<file path="config.mk">
export PLATFORM = sky130hd
export DESIGN_NAME = traffic_phase_scheduler
export DESIGN_NICKNAME = d
export VERILOG_FILES = /design/src/rtl/traffic_phase_scheduler_pkg.sv /design/src/rtl/traffic_phase_scheduler_timer.sv /design/src/rtl/traffic_phase_scheduler.sv
export SDC_FILE = /design/constraint.sdc
export NUM_CORES = 1
export LEC_CHECK = 0
export BUFFER_PORTS_ARGS = -buffer_cell sky130_fd_sc_hd__buf_2
export CORE_MARGIN = 2
export CORE_UTILIZATION = 55
export CTS_CLUSTER_SIZE = 25
export DETAILED_ROUTE_END_ITERATION = 7
export PLACE_DENSITY = 0.81
export SYNTH_ARGS = -nofsm -noshare
export SYNTH_HDL_FRONTEND = slang
export SYNTH_SLANG_ARGS = --single-unit
export TNS_END_PERCENT = 5
</file>
<file path="constraint.sdc">
create_clock -name clk -period 4.4 [get_ports clk]
set_input_delay 0 -clock clk [delete_from_list [all_inputs] [get_ports clk]]
set_output_delay 0 -clock clk [all_outputs]
set_load 0.01 [all_outputs]
</file>
<file path="src/rtl/traffic_phase_scheduler_pkg.sv">
// Shared definitions for the highway/country intersection sequencer.
//   - light codes driven on the hgwy/cntry heads
//   - phase (state) encoding, also exported on the phase output
//   - default dwell durations and timer width
package traffic_pkg;

    // Signal head codes; code 3 is never driven
    localparam logic [2:0] RED    = 3'd0;
    localparam logic [2:0] YELLOW = 3'd1;
    localparam logic [2:0] GREEN  = 3'd2;

    // Phase encoding
    localparam logic [2:0] HW_GREEN  = 3'd0;
    localparam logic [2:0] HW_YELLOW = 3'd1;
    localparam logic [2:0] ALL_RED_A = 3'd2;
    localparam logic [2:0] CN_GREEN  = 3'd3;
    localparam logic [2:0] CN_YELLOW = 3'd4;
    localparam logic [2:0] ALL_RED_B = 3'd5;
    localparam logic [2:0] PED_WALK  = 3'd6;

    // Default dwell durations in clk cycles
    localparam int DEF_YEL_CYC    = 6;
    localparam int DEF_ALLRED_CYC = 4;
    localparam int DEF_MIN_HW_CYC = 8;
    localparam int DEF_MAX_CN_CYC = 16;
    localparam int DEF_WALK_CYC   = 10;
    localparam int DEF_TW         = 5;

endpackage

</file>
<file path="src/rtl/traffic_phase_scheduler_timer.sv">
// phase_timer: loadable down-counter that times every phase dwell.
// Ports:
//   clk      - system clock, rising edge
//   rst_n    - asynchronous active-low reset, count returns to RST_VAL
//   load     - load load_val this cycle (takes priority over counting)
//   load_val - value to load (duration - 1)
//   done     - count has reached zero; the counter saturates there
module phase_timer #(
    parameter int              TW      = 5,
    parameter logic [TW-1:0]   RST_VAL = '0
) (
    input  logic          clk,
    input  logic          rst_n,
    input  logic          load,
    input  logic [TW-1:0] load_val,
    output logic          done
);

    logic [TW-1:0] count;

    always_ff @(posedge clk or negedge rst_n) begin
        if (!rst_n) begin
            count <= RST_VAL;
        end else if (load) begin
            count <= load_val;
        end else if (count != '0) begin
            count <= count - 1'b1;
        end
    end

    assign done = (count == '0);

endmodule

</file>
<file path="src/rtl/traffic_phase_scheduler.sv">
// traffic_phase_scheduler: highway/country crossing sequencer with a
// pedestrian walk phase, country gap-out/max-out and highway-favouring
// emergency preemption.
// Ports:
//   clk         - system clock, rising edge
//   rst_n       - asynchronous active-low reset
//   car_sensor  - country-road vehicle present (level)
//   ped_req     - pedestrian button (pulse, any width)
//   emerg_req   - emergency preempt toward the highway (level)
//   hgwy        - highway head code (RED/YELLOW/GREEN)
//   cntry       - country head code (RED/YELLOW/GREEN)
//   walk        - pedestrian walk lamp
//   ped_waiting - pedestrian request latched and not yet served
//   phase       - current state code
//
// state     | meaning
// ----------+-----------------------------------------------------------
// HW_GREEN  | highway green; min dwell, then leaves on demand w/o emerg
// HW_YELLOW | highway yellow
// ALL_RED_A | clearance after highway; picks emerg > ped > country
// CN_GREEN  | country green; gap-out, max-out or emergency ends it
// CN_YELLOW | country yellow
// ALL_RED_B | clearance before highway (also the reset state)
// PED_WALK  | pedestrian walk, both roads red, not preemptable
module traffic_phase_scheduler
    import traffic_pkg::*;
#(
    parameter int YEL_CYC    = DEF_YEL_CYC,
    parameter int ALLRED_CYC = DEF_ALLRED_CYC,
    parameter int MIN_HW_CYC = DEF_MIN_HW_CYC,
    parameter int MAX_CN_CYC = DEF_MAX_CN_CYC,
    parameter int WALK_CYC   = DEF_WALK_CYC,
    parameter int TW         = DEF_TW
) (
    input  logic       clk,
    input  logic       rst_n,
    input  logic       car_sensor,
    input  logic       ped_req,
    input  logic       emerg_req,
    output logic [2:0] hgwy,
    output logic [2:0] cntry,
    output logic       walk,
    output logic       ped_waiting,
    output logic [2:0] phase
);

    localparam logic [TW-1:0] YEL_LD    = TW'(YEL_CYC - 1);
    localparam logic [TW-1:0] ALLRED_LD = TW'(ALLRED_CYC - 1);
    localparam logic [TW-1:0] MIN_HW_LD = TW'(MIN_HW_CYC - 1);
    localparam logic [TW-1:0] MAX_CN_LD = TW'(MAX_CN_CYC - 1);
    localparam logic [TW-1:0] WALK_LD   = TW'(WALK_CYC - 1);

    logic [2:0]    state;
    logic [2:0]    state_nxt;
    logic          ped_pending;
    logic          tdone;
    logic          tload;
    logic [TW-1:0] tload_val;

    always_comb begin
        state_nxt = state;
        case (state)
            HW_GREEN: begin
                // emergency freezes the state; the timer keeps running
                if (tdone && !emerg_req && (car_sensor || ped_pending))
                    state_nxt = HW_YELLOW;
            end
            HW_YELLOW: if (tdone) state_nxt = ALL_RED_A;
            ALL_RED_A: begin
                if (tdone) begin
                    if (emerg_req)        state_nxt = HW_GREEN;
                    else if (ped_pending) state_nxt = PED_WALK;
                    else                  state_nxt = CN_GREEN;
                end
            end
            CN_GREEN: begin
                if (!car_sensor || tdone || emerg_req)
                    state_nxt = CN_YELLOW;
            end
            CN_YELLOW: if (tdone) state_nxt = ALL_RED_B;
            PED_WALK:  if (tdone) state_nxt = ALL_RED_B;
            ALL_RED_B: if (tdone) state_nxt = HW_GREEN;
            default:   state_nxt = ALL_RED_B;
        endcase
    end

    // Timer reloads on every state change with the new state's dwell - 1
    assign tload = (state_nxt != state);

    always_comb begin
        tload_val = ALLRED_LD;
        case (state_nxt)
            HW_GREEN:  tload_val = MIN_HW_LD;
            HW_YELLOW: tload_val = YEL_LD;
            CN_GREEN:  tload_val = MAX_CN_LD;
            CN_YELLOW: tload_val = YEL_LD;
            PED_WALK:  tload_val = WALK_LD;
            default:   tload_val = ALLRED_LD;
        endcase
    end

    phase_timer #(
        .TW      (TW),
        .RST_VAL (ALLRED_LD)
    ) u_timer (
        .clk      (clk),
        .rst_n    (rst_n),
        .load     (tload),
        .load_val (tload_val),
        .done     (tdone)
    );

    always_ff @(posedge clk or negedge rst_n) begin
        if (!rst_n) begin
            state <= ALL_RED_B;
        end else begin
            state <= state_nxt;
        end
    end

    // Cleared on the walk entry edge so the flag is low for the whole walk;
    // presses during the walk are dropped.
    always_ff @(posedge clk or negedge rst_n) begin
        if (!rst_n) begin
            ped_pending <= 1'b0;
        end else if (state_nxt == PED_WALK) begin
            ped_pending <= 1'b0;
        end else if (ped_req && (state != PED_WALK)) begin
            ped_pending <= 1'b1;
        end
    end

    always_comb begin
        hgwy  = RED;
        cntry = RED;
        case (state)
            HW_GREEN:  hgwy  = GREEN;
            HW_YELLOW: hgwy  = YELLOW;
            CN_GREEN:  cntry = GREEN;
            CN_YELLOW: cntry = YELLOW;
            default: begin
                hgwy  = RED;
                cntry = RED;
            end
        endcase
    end

    assign walk        = (state == PED_WALK);
    assign ped_waiting = ped_pending;
    assign phase       = state;

endmodule

</file>
; Yosys cells after proc, flatten, opt, wreduce, memory -nomap -nowiden
; Index checks and enable logic that the tools add are counted.
[totals]
reg_bits = 9
in_bits = 5
out_inout_bits = 11
word_cells = 48
[op_classes]
n_addsub = 1
n_eq_ne = 12
muxes = 16
reduce_logical = 16
[ops]
columns = op, n
row1 = 3-bit 2-to-1 mux, 8
row2 = 3-bit case mux with 6 select lines, 1
row3 = 4-bit case mux with 4 select lines, 1
row4 = 3-bit == test (second input constant), 5
row5 = 5-bit 2-to-1 mux, 2
row6 = 3-bit by 2-bit == test with 1-bit output (second input constant), 3
row7 = 2-bit case mux with 2 select lines, 2
row8 = 3-bit by 1-bit == test with 1-bit output (second input constant), 2
row9 = 3-bit zero test, 2
row10 = 5-bit zero test, 1
row11 = 5-bit nonzero test, 1
row12 = 5-bit by 1-bit subtractor with 5-bit output (second input constant), 1
row13 = 2-bit nonzero test, 2
row14 = 2-bit OR reduction, 2
row15 = 1-bit logical AND, 3
row16 = 1-bit logical OR, 3
row17 = 3-bit != test, 1
row18 = 3-bit != test (second input constant), 1
row19 = 1-bit zero test, 2
row20 = 1-bit 2-to-1 mux, 2

; Longest topological paths before layout
; Gate-level depths: netlist of run 1.
[logic_depth]
ltp_word = 9
mapped_depth = 9
mapped_depth_nobuf = 8

; Modules after synthesis
; A second synthesis of run 1 with hierarchy kept.
[unflattened]
cells_unflattened = 75
hier_area_um2 = 675.6
[by_module_without_submodules]
columns = module, n_inst, cells_per_inst, area_per_inst_um2, seq_area_each_um2
row1 = traffic_phase_scheduler, 1, 48, 394.1, 102.6
row2 = phase_timer, 1, 27, 281.5, 127.6

; Least setup slack after synthesis of run 1
; No wires, ideal clock.
[synth_path]
path_kind = flip-flop to flip-flop
from = register u_timer.count[0]
to = register u_timer.count[2]
setup_ps = 79
t_arrival_ps = 2063
required_time_ps = 4321
slack_ps = 2257
stages_incl_launch_ff = 8
n_path_buf = 0
period_less_slack_ps = 2143
cell_sequence = dfstp_2 > inv_1 > ha_1 > or4b_4 > o31a_1 > a211oi_2 > mux2_1 > mux2i_1
[synth_via]
elab_chain_len = 9
elab_cells_between_ends = 25
classes_between = add/sub: 1 / eq/ne: 5 / mux: 10 / reduce/logical: 9
[synth_lines]
columns = element, line_no
row1 = start: declaration, traffic_phase_scheduler_timer.sv:19  ; logic [TW-1:0] count;
row2 = start signal: assignment, traffic_phase_scheduler_timer.sv:25  ; count <= load_val;
row3 = start signal: assignment, traffic_phase_scheduler_timer.sv:27  ; count <= count - 1'b1;
row4 = 5-bit zero test *, traffic_phase_scheduler_timer.sv:31  ; assign done = (count == '0);
row5 = 1-bit logical OR or 1-bit logical AND (tied branches) (2 in a row), "traffic_phase_scheduler.sv:77, traffic_phase_scheduler.sv:65"
row6 = "3-bit 2-to-1 mux, on equally long branches", "traffic_phase_scheduler.sv:77, traffic_phase_scheduler.sv:65"
row7 = 3-bit case mux with 6 select lines *, traffic_phase_scheduler.sv:62  ; case (state)
row8 = net state_nxt[0], traffic_phase_scheduler.sv:54  ; logic [2:0] state_nxt;
row9 = 3-bit == test or 3-bit by 1-bit == test with 1-bit output (tied branches), traffic_phase_scheduler.sv:92  ; case (state_nxt)
row10 = 2-bit OR reduction (no source line), n/a
row11 = 4-bit case mux with 4 select lines, traffic_phase_scheduler.sv:92
row12 = 5-bit 2-to-1 mux, traffic_phase_scheduler_timer.sv:24  ; end else if (load) begin
; Mark *: on every way through the listed nets, which the timed path passes. The rest lies on a longest branch. The select of a mux whose other input is x is not followed.
; A chain may end at the register's enable or synchronous reset.

; Worst setup path in the final report of run 1
; Same ends and word-level chain as after synthesis.

==> results of run 1 <==
## flip-flops by register name (all words and copies together), names as in the netlist
name and flops:
ped_waiting 1, u_timer.count 5, phase 3
## worst max-delay path, stage by stage, from the launching register on
cell and delay (ns):
sky130_fd_sc_hd__dfstp_2 0.38, sky130_fd_sc_hd__inv_1 0.09, sky130_fd_sc_hd__ha_1 0.18, sky130_fd_sc_hd__nor4b_1 0.44
sky130_fd_sc_hd__buf_4 0.25, sky130_fd_sc_hd__o221ai_1 0.17, sky130_fd_sc_hd__a211oi_2 0.32, sky130_fd_sc_hd__mux2_1 0.35
sky130_fd_sc_hd__mux2i_1 0.12
## cells by family (layout without fill, tap and decap cells)
group,count (synthesis),after routing,share of synthesized area [%]
fa+ha+maj,2,2,3.47
simple gates,34,34,25.3
mux,3,3,4.34
flops,9,9,31.9
xor+xnor,2,2,2.43
other cells,1,2,0.520
compound gates,21,21,22.4
buf+inv,13,25,9.55
## final timing paths
path,slack (ns),depth (start not counted),endpoint,startpoint
min in group asynchronous,0.15,2,phase[1],rst_n
max in group asynchronous,4.02,2,u_timer.count[0],rst_n
min reg2reg,0.56,2,u_timer.count[0],u_timer.count[0]
min,0.11,3,phase[0],emerg_req
max reg2reg,2.02,8,u_timer.count[2],u_timer.count[0]
max,2.02,8,u_timer.count[2],u_timer.count[0]
## repair_timing
action | in CTS | in global routing
setup endpoints to repair | 0 | 0
hold buffers | 1 | 0
buffers inserted | 0 | 0
hold endpoints to repair | 9 | 0
## power breakdown
| group | internal (uW) | switching, uW |
|---|---|---|
| Clock | 34.6 | 23.8 |
| Sequential | 136 | 70.7 |
| Combinational | 139 | 156 |
| Total | 309 | 251 |
## through the flow
step | power (uW) | area (um^2)
5_1_grt | 615 | 806
2_1_floorplan | 424 | 724
3_3_place_gp | 493 | 769
4_1_cts | 563 | 806
3_5_place_dp | 500 | 769
6_report | 560 | 806
## layout make-up
class | instances | area share, %
clock buffer | 4 | 3.26
inverter | 6 | 2.80
multi-input combinational | 64 | 52.8
sequential | 9 | 28.6
tap | 15 | 2.33
timing repair buffer | 15 | 10.2
## metal layers
layer / share of wire, % / vias to the layer above / wire (um) / GRT usage (%)
li1: - / 329 / - / -
met1: 44 / 305 / 649 / 31.1
met2: 49 / 26 / 725 / 30.6
met3: 6.6 / 0 / 97 / 5.00
met4: 0 / 0 / 0 / 10.0
met5: 0 / - / 0 / 0
## cell usage after synthesis (2+ instances only)
library cell and number:
sky130_fd_sc_hd__a21oi_1 4, sky130_fd_sc_hd__or3_1 2, sky130_fd_sc_hd__mux2i_1 2, sky130_fd_sc_hd__nor3_1 3, sky130_fd_sc_hd__and3_1 2, sky130_fd_sc_hd__a21oi_2 2
sky130_fd_sc_hd__nor2_1 10, sky130_fd_sc_hd__dfrtp_1 5, sky130_fd_sc_hd__dfstp_2 4, sky130_fd_sc_hd__inv_1 6, sky130_fd_sc_hd__o21ai_0 3, sky130_fd_sc_hd__ha_1 2
sky130_fd_sc_hd__buf_4 3, sky130_fd_sc_hd__clkbuf_1 2, sky130_fd_sc_hd__nor3b_1 2, sky130_fd_sc_hd__nand2_1 6
==> impl_summary.txt, run 1 <==
----------------------------------------------------
[Yosys]
  Cell area after technology mapping ... 721 um^2
  Number of enable flip-flop cells after synthesis ... 0
  Cell type with the highest aggregate area in the netlist ... sky130_fd_sc_hd__dfrtp_1
  Share of synthesized area occupied by flip-flops and latches ... 31.9%
  Area share of the largest cell type after synthesis ... 17.4%
  YS warnings ... 0
  Async set-reset flop share out of synthesis ... 100%
  Average cell area after synthesis ... 8.48 um^2
  Synthesized flop and latch total ... 9
  Unique cell type count in the Yosys netlist ... 43
  Number of instances in the synthesized netlist ... 85
  Commonest register cell after synthesis ... sky130_fd_sc_hd__dfrtp_1
  Top area cells in the synthesized netlist ... sky130_fd_sc_hd__dfrtp_1 17%, sky130_fd_sc_hd__dfstp_2 15%, sky130_fd_sc_hd__nor2_1 5.2%, sky130_fd_sc_hd__ha_1 3.5%, sky130_fd_sc_hd__buf_4 3.1%

[CTS]
  Clock slew seen by the registers of the worst setup and hold paths ... 0.05 ns
  Clock tree from TritonCTS ... yes
  Number of clock buffers inserted by TritonCTS ... 3
  Clock tree sinks ... 9
  Clock insertion delay at the later pin of the skew report ... 0.25 ns
  Post-cts gate resize count ... 0
  Maximum clock insertion buffer count ... 2
  Level count of the clock H-tree ... 1
  Clock root buffer ... sky130_fd_sc_hd__clkbuf_4

[Global routing]
  Total GRT Usage ... 21.7%
  Initial antenna violation count ... 0
  Maximum number of pins on one net before global-route repair ... 16
  Grt total ovfl ... 0
  Via count of the first global-routing pass ... 532
  Global-route wire length before repair ... 2300 um

[Layout]
  Top library cells by usage in the layout, fill and taps aside ... 13 x sky130_fd_sc_hd__buf_2, 10 x sky130_fd_sc_hd__nor2_1, 6 x sky130_fd_sc_hd__inv_1, 6 x sky130_fd_sc_hd__nand2_1, 5 x sky130_fd_sc_hd__dfrtp_1
  Final standard cell utilization of the core ... 63.5%
  Nets ... 106
  Combined area of the multi-input logic cells ... 425 um^2
  Fraction of layout cells with a size suffix above 1 ... 27.6%
  Non-filler instance count after layout ... 113
  Layout area overhead ... 11.8%
  Antenna diode count ... 0
  Filler cells ... 112
  Leading cell type in the layout, fill and taps excluded ... sky130_fd_sc_hd__buf_2
  Sequential cell area ... 230 um^2

[Power and ir drop]
  Max IR drop VDD ... 0.379 mV
  Power density over cell area ... 695 nW/um^2
  Static power due to leakage ... 0.000376 uW

[Job]
  Count of maximum capacitance violations ... 0

[Outcome]
  Result of the run ... finished, final reports clean

[Placed design]
  Sum of net half-perimeters after detailed placement ... 1140 um
  Final RePlAce weighted congestion ... 0.791
  Worst setup slack before clock tree synthesis ... 2.04 ns
  Total of buffers placed on input and output ports ... 13
  Placed cell count ... 108

[Setup path]
  Critical path class ... reg2reg
  Critical path peak fanout ... 9
  Data arrival, critical path ... 2.55 ns
  Nature of the critical path endpoint ... flop
  Worst path required time ... 4.57 ns
  Critical path launch point type ... flop

[Detailed routing]
  Number of search-and-repair iterations in the first detailed-routing pass ... 4
  Iteration-0 DRC count of the detailed router ... 38
  Number of antenna-violating nets in the routed design ... 0
  Vias post-DR ... 660
  Final routed wirelength across all metal layers ... 1470 um
  Detailed-route vias per instance ... 5.84
  Average routed wire per standard cell ... 13.0 um
  Number of DRC violations after detailed routing ... 0

[Floorplan]
  Initial cell density of the core ... 56.8%
  Height of the chip ... 40.2 um
  Die width ... 40.2 um
  Floorplan core area ... 1270 um^2
  DIE AREA ... 1620 um^2
  Number of top-level pins ... 16
  Row count ... 13

[Timing]
  Tightest hold margin ... 0.111 ns
  Post-route clock period utilization ... 54.1%
  Slew Viols, Final ... 0
  Transition time at the pin with the least slew margin ... 0.506 ns
  Post-layout worst setup margin ... 2.02 ns
  Slew Limit Headroom ... 65.8%
  Fmax ... 420 MHz
  Final setup TNS ... 0 ns
  Final setup violation count ... 0
  Clock period minus worst slack ... 2.38 ns
  Setup repair after global routing missed its margin ... no
  Clock Skews ... 0.00119 ns
  Number of failing hold endpoints at the final stage ... 0

[Worst hold path]
  Type of the tightest min-delay check ... in2reg

----------------------------------------------------
(Power assumes the default switching activity.)
==> run 2: changes to the inputs <==
- CORE_UTILIZATION: 55 -> 46
- PLACE_DENSITY: 0.81 -> 0.72
- clock period: 4.4 -> 2.1 ns (I/O delays scaled with it)
==> run 2 against run 1 <==
Sequential share of layout area fell by 4.5 points. Non-clock buffer count up 15. Clock-buffer cell count unchanged. Core utilization up 0.61 points. First-iteration DRC count fell by 34%. Setup slack worse by 2.0 ns. Design area increased by 18%. Flip-flop and latch count did not move. Clock skew about the same. Clock power rose by 110%. Sequential power rose by 100%. Critical path type unchanged.
==> impl_summary.txt, run 2 (same netlist as run 1, synthesis figures left out) <==
----------------------------------------------------
[Layout]
  Leading cell type in the layout, fill and taps excluded ... sky130_fd_sc_hd__buf_4
  Max FFs per register ... 5
  Final standard cell utilization of the core ... 64.1%
  Nets ... 121
  Most flops, register ... u_timer.count
  Non-Filler Cell Area, Final ... 955 um^2
  Filler cells ... 130
  Antenna diode count ... 0
  Top library cells by usage in the layout, fill and taps aside ... 15 x sky130_fd_sc_hd__buf_4, 13 x sky130_fd_sc_hd__buf_2, 10 x sky130_fd_sc_hd__nor2_1
  Layout area overhead ... 32.5%
  Non-filler instance count after layout ... 129
  Fraction of layout cells with a size suffix above 1 ... 42.5%

[Setup path]
  Worst path required time ... 2.27 ns
  Data arrival, critical path ... 2.25 ns
  Critical path launch point type ... flop
  Largest delay contributor family on the critical path ... flip-flops
  Critical path peak fanout ... 7
  Delay of the slowest critical-path stage ... 0.54 ns
  Count of buffer and inverter cells on the critical path ... 3
  Nature of the critical path endpoint ... flop
  Critical path class ... reg2reg
  Worst-path cell chain ... inv_2 > ha_4 > nor4b_2 > buf_4 > and3_4 > a221oi_2 > inv_1 > mux2_1 > mux2i_1
  Beginning of the worst register-to-register path ... u_timer.count[0]
  Origin of the worst setup path ... u_timer.count[0]
  Max stage delay cell, worst path ... sky130_fd_sc_hd__dfstp_2

[Timing]
  Number of failing hold endpoints at the final stage ... 0
  Post-route clock period utilization ... 98.9%
  Slew Viols, Final ... 0
  Tightest hold margin ... 0.133 ns
  Clock Skews ... 0.000737 ns
  Setup repair after global routing missed its margin ... yes
  Final setup violation count ... 0
  Fmax ... 481 MHz
  Clock period minus worst slack ... 2.08 ns

[Floorplan]
  Initial cell density of the core ... 48.4%
  Floorplan core area ... 1490 um^2
  DIE AREA ... 1900 um^2
  Number of top-level pins ... 16
  Row count ... 14
  Die width ... 43.6 um
  Height of the chip ... 43.6 um

[Power and ir drop]
  Total power ... 1410 uW
  Static power due to leakage ... 0.000449 uW
  Comb power frac ... 61.7%
  Sequential power share ... 29.5%
  Max IR drop VDD ... 0.776 mV
  Net Sw Power ... 595 uW
  Int Pwr ... 819 uW
  Power density over cell area ... 1480 nW/um^2
  Switching part of the total ... 42.1%
  Part of the total power dissipated in the clock network ... 8.8%

[Outcome]
  Result of the run ... finished, final reports clean

[Detailed routing]
  Met2 Routed Length ... 919 um
  Top layer reached by signal wires ... met3
  Vias post-DR ... 739
  Number of DRC violations after detailed routing ... 0
  Total length of routed met3 wires ... 61 um
  Iteration-0 DRC count of the detailed router ... 25
  Average routed wire per standard cell ... 13.7 um
  Detailed-route vias per instance ... 5.73
  Wire length on met1 ... 791 um
  Number of search-and-repair iterations in the first detailed-routing pass ... 4
  Number of antenna-violating nets in the routed design ... 0
  Final routed wirelength across all metal layers ... 1770 um

[CTS]
  Maximum clock insertion buffer count ... 2
  Clock tree sinks ... 9
  Number of clock buffers inserted by TritonCTS ... 3
  Clock slew seen by the registers of the worst setup and hold paths ... 0.06 ns
  Clock tree from TritonCTS ... yes
  Level count of the clock H-tree ... 1
  Clock insertion delay at the later pin of the skew report ... 0.25 ns
  Clock root buffer ... sky130_fd_sc_hd__clkbuf_4

[Global routing]
  Maximum number of pins on one net before global-route repair ... 16
  Initial antenna violation count ... 0
  Grt total ovfl ... 0
  Total GRT Usage ... 20.5%
  Via count of the first global-routing pass ... 688
  Global-route wire length before repair ... 2970 um

[Placed design]
  Total of buffers placed on input and output ports ... 13
  Final RePlAce weighted congestion ... 0.837
  Instance area at placement ... 861 um^2
  Placed cell count ... 121
  Sum of net half-perimeters after detailed placement ... 1300 um

[Job]
  Count of maximum capacitance violations ... 0

[Worst hold path]
  Type of the tightest min-delay check ... in2reg
  Worst min-delay path startpoint ... ped_req

----------------------------------------------------
-- run 2: cell types whose count changed in the layout (fill, tap and decap cells not counted), sizes merged --
cell,delta
buf,+15
-- run 2: routing by layer --
| layer | GRT usage, % | vias up |
|---|---|---|
| met3 | 3.33 | 0 |
| met1 | 26.7 | 365 |
| met5 | 0 | - |
| met2 | 35.3 | 13 |
| met4 | 4.85 | 0 |
| li1 | - | 361 |
-- run 2: power by group through the flow --
stage / clock, uW / combinational [uW] / sequential, uW
final: 124 / 872 / 417
after global routing: 142 / 962 / 434
after CTS: 132 / 842 / 416
after detailed placement: 0 / 784 / 411
after global placement: 0 / 769 / 402
after floorplan: 0 / 515 / 373
-- run 2: final cells by class --
type / count / area (um^2) / area share [%]
Timing Repair Buffer: 30 / 199 / 20.8
Inverter: 6 / 22.5 / 2.36
Multi-Input combinational cell: 64 / 457 / 47.8
Clock buffer: 4 / 26.3 / 2.75
Tap cell: 16 / 20.0 / 2.10
Sequential cell: 9 / 230 / 24.1
-- run 2: worst paths after layout --
path	end	depth (start not counted)	slack, ns
worst min-delay path	ped_waiting	3	0.13
worst max register to register	u_timer.count[2]	9	0.02
max in group asynchronous	phase[2]	2	1.73
worst max-delay path	u_timer.count[2]	9	0.02
worst min register to register	u_timer.count[4]	2	0.63
min in group asynchronous	ped_waiting	2	0.14
-- run 2: worst min-delay path, cell delays in order --
cell,delay (ns)
sky130_fd_sc_hd__buf_2,0.09
sky130_fd_sc_hd__nor2b_1,0.12
sky130_fd_sc_hd__a2bb2oi_1,0.13
-- run 2: repair_timing --
item	4_1_cts	5_1_grt
pin swaps	4	2
hold buffers	1	0
endpoints found under the hold margin	9	0
endpoints found under the setup margin	3	3
gates resized for setup	7	1
setup buffers	1	2
cloned	0	0
-- run 2: stage by stage --
step | setup slack, ns | setup TNS, ns
final | 0.0231 | 0
after global placement | -0.0881 | -0.0964
after global routing | -0.0637 | -0.0985
after CTS | 0.000589 | 0
after floorplan | 0.00312 | 0
after detailed placement | -0.103 | -0.179
